$ cat src/rtl/aes_pkg.sv
// Shared AES key-schedule definitions: key-length encodings, Nk/Nr lookup,
// round-constant start value, xtime and the round-key width.
package aes_pkg;

  localparam logic [1:0] KEY_LEN_128 = 2'b00;
  localparam logic [1:0] KEY_LEN_192 = 2'b01;
  localparam logic [1:0] KEY_LEN_256 = 2'b10;

  localparam int         RK_W      = 128;
  localparam logic [7:0] RCON_INIT = 8'h01;

  typedef enum logic [1:0] {
    ST_IDLE  = 2'd0,
    ST_GEN   = 2'd1,
    ST_FLUSH = 2'd2
  } state_t;

  // Key length in 32-bit words; the reserved encoding falls back to AES-128.
  function automatic logic [3:0] nk_of(input logic [1:0] kl);
    logic [3:0] nk;
    case (kl)
      KEY_LEN_128: nk = 4'd4;
      KEY_LEN_192: nk = 4'd6;
      KEY_LEN_256: nk = 4'd8;
      default:     nk = 4'd4;
    endcase
    return nk;
  endfunction

  // Number of rounds; the reserved encoding falls back to AES-128.
  function automatic logic [3:0] nr_of(input logic [1:0] kl);
    logic [3:0] nr;
    case (kl)
      KEY_LEN_128: nr = 4'd10;
      KEY_LEN_192: nr = 4'd12;
      KEY_LEN_256: nr = 4'd14;
      default:     nr = 4'd10;
    endcase
    return nr;
  endfunction

  // Multiply by x in GF(2^8) modulo x^8+x^4+x^3+x+1.
  function automatic logic [7:0] xtime(input logic [7:0] b);
    return {b[6:0], 1'b0} ^ (b[7] ? 8'h1b : 8'h00);
  endfunction

endpackage

$ cat src/rtl/sbox.sv
// AES forward S-box as a combinational 256-entry lookup.
module sbox (
  input  logic [7:0] a,
  output logic [7:0] y
);

  // Entry 0x00 sits in the most significant byte.
  localparam logic [2047:0] SBOX_TABLE = {
    128'h637c777bf26b6fc53001672bfed7ab76,
    128'hca82c97dfa5947f0add4a2af9ca472c0,
    128'hb7fd9326363ff7cc34a5e5f171d83115,
    128'h04c723c31896059a071280e2eb27b275,
    128'h09832c1a1b6e5aa0523bd6b329e32f84,
    128'h53d100ed20fcb15b6acbbe394a4c58cf,
    128'hd0efaafb434d338545f9027f503c9fa8,
    128'h51a3408f929d38f5bcb6da2110fff3d2,
    128'hcd0c13ec5f974417c4a77e3d645d1973,
    128'h60814fdc222a908846eeb814de5e0bdb,
    128'he0323a0a4906245cc2d3ac629195e479,
    128'he7c8376d8dd54ea96c56f4ea657aae08,
    128'hba78252e1ca6b4c6e8dd741f4bbd8b8a,
    128'h703eb5664803f60e613557b986c11d9e,
    128'he1f8981169d98e949b1e87e9ce5528df,
    128'h8ca1890dbfe6426841992d0fb054bb16
  };

  // Byte a lives at bit offset 8*(255-a); ~a gives 255-a without arithmetic.
  always_comb begin
    y = SBOX_TABLE[{~a, 3'b000} +: 8];
  end

endmodule

$ cat src/rtl/sub_word.sv
// SubWord: applies the AES S-box to each byte of a 32-bit word.
module sub_word (
  input  logic [31:0] din,
  output logic [31:0] dout
);

  sbox u_sbox3 (.a(din[31:24]), .y(dout[31:24]));
  sbox u_sbox2 (.a(din[23:16]), .y(dout[23:16]));
  sbox u_sbox1 (.a(din[15:8]),  .y(dout[15:8]));
  sbox u_sbox0 (.a(din[7:0]),   .y(dout[7:0]));

endmodule

$ cat src/rtl/aes_key_expand.sv
// Iterative AES-128/192/256 key schedule: one word per clock, four words per
// round key, round keys handed out over a valid/ready interface.
module aes_key_expand
  import aes_pkg::*;
(
  input  logic            clk,
  input  logic            rst_n,
  input  logic            start,
  input  logic [1:0]      key_len,
  input  logic [255:0]    key,
  output logic [RK_W-1:0] rk,
  output logic [3:0]      rk_idx,
  output logic            rk_valid,
  input  logic            rk_ready,
  output logic            busy,
  output logic            done
);

  state_t        state_r, state_s;
  logic [255:0]  key_r;
  logic [3:0]    nk_r;
  logic [5:0]    last_r;      // index of the final schedule word, 4*Nr+3
  logic [5:0]    i_r;         // word being generated
  logic [2:0]    mod_r;       // i mod Nk, wrapping counter
  logic [3:0]    rnd_r;       // round keys transferred so far
  logic [7:0]    rcon_r;
  logic [31:0]   win_r [8];   // win_r[0] = w[i-1]
  logic [31:0]   col_r [4];
  logic [2:0]    col_cnt_r;

  logic          start_s, xfer_s, gen_en_s, final_s, key_phase_s;
  logic [31:0]   win_far_s, sw_in_s, sw_out_s, t_s, word_s;

  assign start_s     = (state_r == ST_IDLE) && start;
  assign xfer_s      = (col_cnt_r == 3'd4) && (!rk_valid || rk_ready);
  assign gen_en_s    = (state_r == ST_GEN) && ((col_cnt_r != 3'd4) || xfer_s);
  assign final_s     = (state_r == ST_FLUSH) && (col_cnt_r == 3'd0) && rk_valid && rk_ready;
  assign key_phase_s = (i_r < {2'b00, nk_r});

  sub_word u_sub_word (.din(sw_in_s), .dout(sw_out_s));

  // Next-state logic.
  always_comb begin
    state_s = state_r;
    case (state_r)
      ST_IDLE:  if (start) state_s = ST_GEN; else state_s = ST_IDLE;
      ST_GEN:   if (gen_en_s && (i_r == last_r)) state_s = ST_FLUSH; else state_s = ST_GEN;
      ST_FLUSH: if (final_s) state_s = ST_IDLE; else state_s = ST_FLUSH;
      default:  state_s = ST_IDLE;
    endcase
  end

  // Schedule-word datapath: pick w[i-Nk], build t, form the new word.
  always_comb begin
    case (nk_r)
      4'd4:    win_far_s = win_r[3];
      4'd6:    win_far_s = win_r[5];
      default: win_far_s = win_r[7];
    endcase
    if (mod_r == 3'd0) begin
      sw_in_s = {win_r[0][23:0], win_r[0][31:24]};
    end else begin
      sw_in_s = win_r[0];
    end
    if (mod_r == 3'd0) begin
      t_s = sw_out_s ^ {rcon_r, 24'h000000};
    end else if ((nk_r == 4'd8) && (mod_r == 3'd4)) begin
      t_s = sw_out_s;
    end else begin
      t_s = win_r[0];
    end
    if (key_phase_s) begin
      word_s = key_r[{~i_r[2:0], 5'b00000} +: 32];
    end else begin
      word_s = win_far_s ^ t_s;
    end
  end

  // State register.
  always_ff @(posedge clk or negedge rst_n) begin
    if (!rst_n) state_r <= ST_IDLE;
    else        state_r <= state_s;
  end

  // Latch key and key-size parameters when an expansion is accepted.
  always_ff @(posedge clk or negedge rst_n) begin
    if (!rst_n) begin
      key_r  <= 256'h0;
      nk_r   <= 4'd4;
      last_r <= 6'd0;
    end else if (start_s) begin
      key_r  <= key;
      nk_r   <= nk_of(key_len);
      last_r <= {nr_of(key_len), 2'b11};
    end
  end

  // Word counter, i mod Nk, Rcon and window; all hold while generation stalls.
  always_ff @(posedge clk or negedge rst_n) begin
    if (!rst_n) begin
      i_r    <= 6'd0;
      mod_r  <= 3'd0;
      rcon_r <= RCON_INIT;
      for (int k = 0; k < 8; k++) win_r[k] <= 32'h0;
    end else if (start_s) begin
      i_r    <= 6'd0;
      mod_r  <= 3'd0;
      rcon_r <= RCON_INIT;
    end else if (gen_en_s) begin
      i_r <= i_r + 6'd1;
      if ({1'b0, mod_r} == (nk_r - 4'd1)) mod_r <= 3'd0;
      else                                mod_r <= mod_r + 3'd1;
      if (!key_phase_s && (mod_r == 3'd0)) rcon_r <= xtime(rcon_r);
      win_r[0] <= word_s;
      for (int k = 1; k < 8; k++) win_r[k] <= win_r[k-1];
    end
  end

  // Collect buffer: gather four words, empty it on a transfer.
  always_ff @(posedge clk or negedge rst_n) begin
    if (!rst_n) begin
      col_cnt_r <= 3'd0;
      for (int k = 0; k < 4; k++) col_r[k] <= 32'h0;
    end else if (start_s) begin
      col_cnt_r <= 3'd0;
    end else begin
      case ({xfer_s, gen_en_s})
        2'b11: begin
          col_r[0]  <= word_s;
          col_cnt_r <= 3'd1;
        end
        2'b10: col_cnt_r <= 3'd0;
        2'b01: begin
          col_r[col_cnt_r[1:0]] <= word_s;
          col_cnt_r             <= col_cnt_r + 3'd1;
        end
        default: col_cnt_r <= col_cnt_r;
      endcase
    end
  end

  // Round-key output register and valid/ready handshake.
  always_ff @(posedge clk or negedge rst_n) begin
    if (!rst_n) begin
      rk       <= '0;
      rk_idx   <= 4'd0;
      rk_valid <= 1'b0;
      rnd_r    <= 4'd0;
    end else if (start_s) begin
      rnd_r <= 4'd0;
    end else if (xfer_s) begin
      rk       <= {col_r[0], col_r[1], col_r[2], col_r[3]};
      rk_idx   <= rnd_r;
      rk_valid <= 1'b1;
      rnd_r    <= rnd_r + 4'd1;
    end else if (rk_valid && rk_ready) begin
      rk_valid <= 1'b0;
    end
  end

  // Status: busy spans the whole expansion, done pulses after the last accept.
  always_ff @(posedge clk or negedge rst_n) begin
    if (!rst_n) begin
      busy <= 1'b0;
      done <= 1'b0;
    end else begin
      done <= final_s;
      if (start_s)      busy <= 1'b1;
      else if (final_s) busy <= 1'b0;
    end
  end

endmodule
$ cat config.mk
export PLATFORM = sky130hd
export DESIGN_NAME = aes_key_expand
export DESIGN_NICKNAME = d
export VERILOG_FILES = /design/src/rtl/aes_pkg.sv /design/src/rtl/sbox.sv /design/src/rtl/sub_word.sv /design/src/rtl/aes_key_expand.sv
export SDC_FILE = /design/constraint.sdc
export NUM_CORES = 2
export LEC_CHECK = 0
export ABC_AREA = 1
export CORE_MARGIN = 2
export CORE_UTILIZATION = 35
export DETAILED_ROUTE_END_ITERATION = 10
export GPL_TIMING_DRIVEN = 0
export REMOVE_ABC_BUFFERS = 1
export SYNTH_ARGS = -nofsm -noshare
export SYNTH_HDL_FRONTEND = slang
export SYNTH_HIERARCHICAL = 1
export SYNTH_SLANG_ARGS = --single-unit
$ cat constraint.sdc
create_clock -name clk -period 3.7 [get_ports clk]
set_input_delay 1.11 -clock clk [delete_from_list [all_inputs] [get_ports clk]]
set_output_delay 1.11 -clock clk [all_outputs]
set_load 0.01 [all_outputs]
==> flow_summary.ini <==
[clock_network]
hold_buffers = 0
htree_levels = 3
cts_buffer_depth = 3
root_buffer = clkbuf_16
clk_pin_slew_ns = 0.06
cts_buffers = 82
cts.sinks = 807
insertion_delay_ns = 0.69
cts_tree = done

[sta]
skew_ns = 0.03347
fin_hold_ws_ns = 0.3619
finalHoldViolCount = 0
fin_tns_setup_ns = 0
fin_crit_ns = 3.630
fin_crit_sh_pct = 98.10
timing.fmax_mhz = 275.5
rsz0062_at_grt = true
slew_headroom_pct = 29.45
tightestPinTransition_ns = 1.056
final-max-slew-violation-count = 0
fin_ws_ns = 0.07042
setup_violations = 0

[place]
dp_hpwl_um = 123700
io_buffers = 396
place_ws_ns = -2.195
gp_congestion = 0.9745
placed_area_um2 = 53650

[yosys]
yosysWarnings = 6
yosysUniqueCellTypes = 44
async_flop_share_pct = 100.0
synth_area_leaders = dfrtp_1, nand2_1, nand3_1
postSynthCellCount = 6966
synth_flop_cell = dfrtp_1
synth-edff-count = 0
syn-cell-area_um2 = 48170
ys_seq_elements = 807
yosys.area.top_type = dfrtp_1
synth_top_area_share_pct = 41.82
seq_area_frac_synth_pct = 41.93
synth_area_per_cell_um2 = 6.915

[setup_path]
critical_path.slowest_cell = dfrtp_1
r2r_cells = 24
cp-end-kind = flop
path_max_fanout = 9
cp_top_family = simple AND/OR/NAND/NOR gates
crit_type = reg2reg
worst-path-buf-inv = 6
worstPathCellList = inv_2 > ha_4 > buf_12 > buf_12 > nand2_8 > o21ai_4 > buf_4 > buf_12 > ha_4 > inv_1 > nand2_1 > nor2_1 > nor2_1 > nand3_1 > nand3_1 > nand3_1 > nand3_1 > nand2_2 > nand2_1 > nand2_1 > nand2_1 > nand3_2 > nand3_1 > nand2_1
crit_path_start_kind = flop
worstPathRequired_ns = 4.26
critical_path_arrival_ns = 4.19
cp_num_cells = 24
cpPeakStageDelay_ns = 0.39

[route]
routed_wire_length_per_instance_um = 21.76
ant_nets = 0
dr.first_iter.drc_count = 6518
totalWireLength_um = 197700
post-route-drc-count = 0
drt-vias-per-instance = 5.520
vias = 50130
dr.pass1.iters = 6

[global_route]
met1_usage_pct = 37.29
grt_pass1_wl_um = 292400
grt_start_max_net_pins = 194
grt_overflow_total = 0
grtUsageTotal_pct = 26.74
grtUsageMet3_pct = 4.600
antenna_found_initial = 7
grt_util_met2_pct = 41.30
grt_pass1_vias = 46590
grt_busiest_layer = met2

[die]
initial_core_util_pct = 35.16
rows = 136
io_pins = 397
die_w_um = 375.0
core_um2 = 137000
die_h_um = 375.0
fp.dieArea_um2 = 140600

[power_and_ir_drop]
ir_worst_vdd_uv = 347.8
leakagePower_nw = 29.85
powerDensity_nw_per_um2 = 295.3

[finish]
design_area_um2 = 60140
layout-drive-gt1-share_pct = 11.70
final_core_util_pct = 43.90
area_growth_pct = 24.85
fin_nets = 7559

[run_status]
status = finished, final reports clean

[run]
max_cap_violations = 0

[min_path]
worstHoldPathType = in2async
-- cell usage in the layout (no fill, tap or decap), types with 7 or more instances in the layout --
| cell type | count |
|---|---|
| clkinvlp_4 | 12 |
| a21oi_1 | 76 |
| nand2_1 | 3014 |
| inv_6 | 16 |
| buf_6 | 9 |
| ha_4 | 16 |
| or2_2 | 24 |
| nand2_8 | 25 |
| clkinv_2 | 18 |
| buf_8 | 8 |
| clkbuf_16 | 91 |
| xnor2_1 | 10 |
| buf_16 | 34 |
| clkdlybuf4s50_1 | 394 |
| inv_8 | 7 |
| buf_12 | 33 |
| ha_1 | 50 |
| o21ai_4 | 29 |
| nand3_2 | 122 |
| nor2_1 | 109 |
| buf_4 | 110 |
| o21ai_1 | 43 |
| inv_4 | 9 |
| inv_2 | 15 |
| nand4_1 | 44 |
| o21ai_2 | 7 |
| nand3_1 | 1387 |
| dfrtp_1 | 801 |
| clkinv_8 | 7 |
| clkbuf_1 | 16 |
| inv_1 | 236 |
| clkbuf_8 | 21 |
| nor2_4 | 10 |
| o21ai_0 | 219 |
| nor2_2 | 16 |
| ha_2 | 11 |
| nand2_4 | 67 |
| nand2_2 | 76 |
| nand3_4 | 26 |
-- cell usage after synthesis (10+ instances only) --
| master | n |
|---|---|
| nor2_2 | 17 |
| buf_1 | 61 |
| dfrtp_1 | 805 |
| inv_2 | 25 |
| buf_4 | 52 |
| o21ai_1 | 39 |
| nand2_1 | 3109 |
| inv_4 | 10 |
| inv_1 | 257 |
| or2_2 | 24 |
| clkbuf_1 | 97 |
| buf_6 | 48 |
| ha_1 | 77 |
| nand3_2 | 65 |
| a21oi_1 | 80 |
| nand3_1 | 1470 |
| nand4_1 | 44 |
| nand2_4 | 10 |
| o21ai_0 | 251 |
| nor2_1 | 115 |
| nand2_2 | 51 |
| buf_2 | 199 |
| xnor2_1 | 10 |
-- layout make-up --
class	count	area [um^2]
fill	13940	76850
multi-input combinational	5423	26570
sequential	807	20210
timing repair buffer	600	6887
clock buffer	119	2401
tap	1794	2245
inverter	297	1449
clock inverter	29	289.0
timing repair inverter	9	81.33
antenna	5	12.51
-- per-layer routing --
| layer | part of all wire (%) | up-vias |
|---|---|---|
| met5 | 0.0066 | - |
| met4 | 4.4 | 2 |
| li1 | - | 23050 |
| met2 | 45 | 2516 |
| met3 | 8.7 | 468 |
| met1 | 42 | 24100 |
-- per-stage QoR --
step	std cells	total power, mW
floorplan	6507	8.992
global placement	8697	9.505
detailed placement	8767	9.498
CTS	8997	17.92
global route	9083	18.29
finish	9083	17.76
-- path summary, 6_finish.rpt --
path	to	start	slack [ns]
max reg2reg	win_r[237]	mod_r[0]	0.07
max in group asynchronous	win_r[47]	rst_n	0.73
min in group clk	rk[92]	rk[92]	0.47
min reg2reg	rk[92]	rk[92]	0.47
min	key_r[185]	rst_n	0.36
max	win_r[237]	mod_r[0]	0.07
-- report_power, final --
group / internal, mW / switching (mW)
Sequential: 8.82 / 0
Clock: 4.69 / 3.75
Combinational: 0.262 / 0.236
-- timing repair --
action / CTS / global route
resized for setup: 234 / 280
pin swaps: 27 / 56
cloned: 23 / 16
setup buffers: 59 / 65
setup endpoints to repair: 294 / 166
-- flip-flops by register name, summed over array words and instances (netlist names), 4 cells and up --
name / flops
rnd_r: 4
i_r: 6
rcon_r: 8
rk: 128
key_r: 256
col_r: 128
rk_idx: 4
win_r: 256
-- cell families after synthesis --
kind of cell / after synthesis / synth area share (%)
and+or+nand+nor: 4921 / 44.02
DFF: 807 / 41.93
buffers and inverters: 756 / 7.619
AOI/OAI and AO/OA: 392 / 4.198
adders and majority gates: 77 / 2.000
xor gates and xnor gates: 13 / 0.2364
Power figures use the tool's default switching activity.
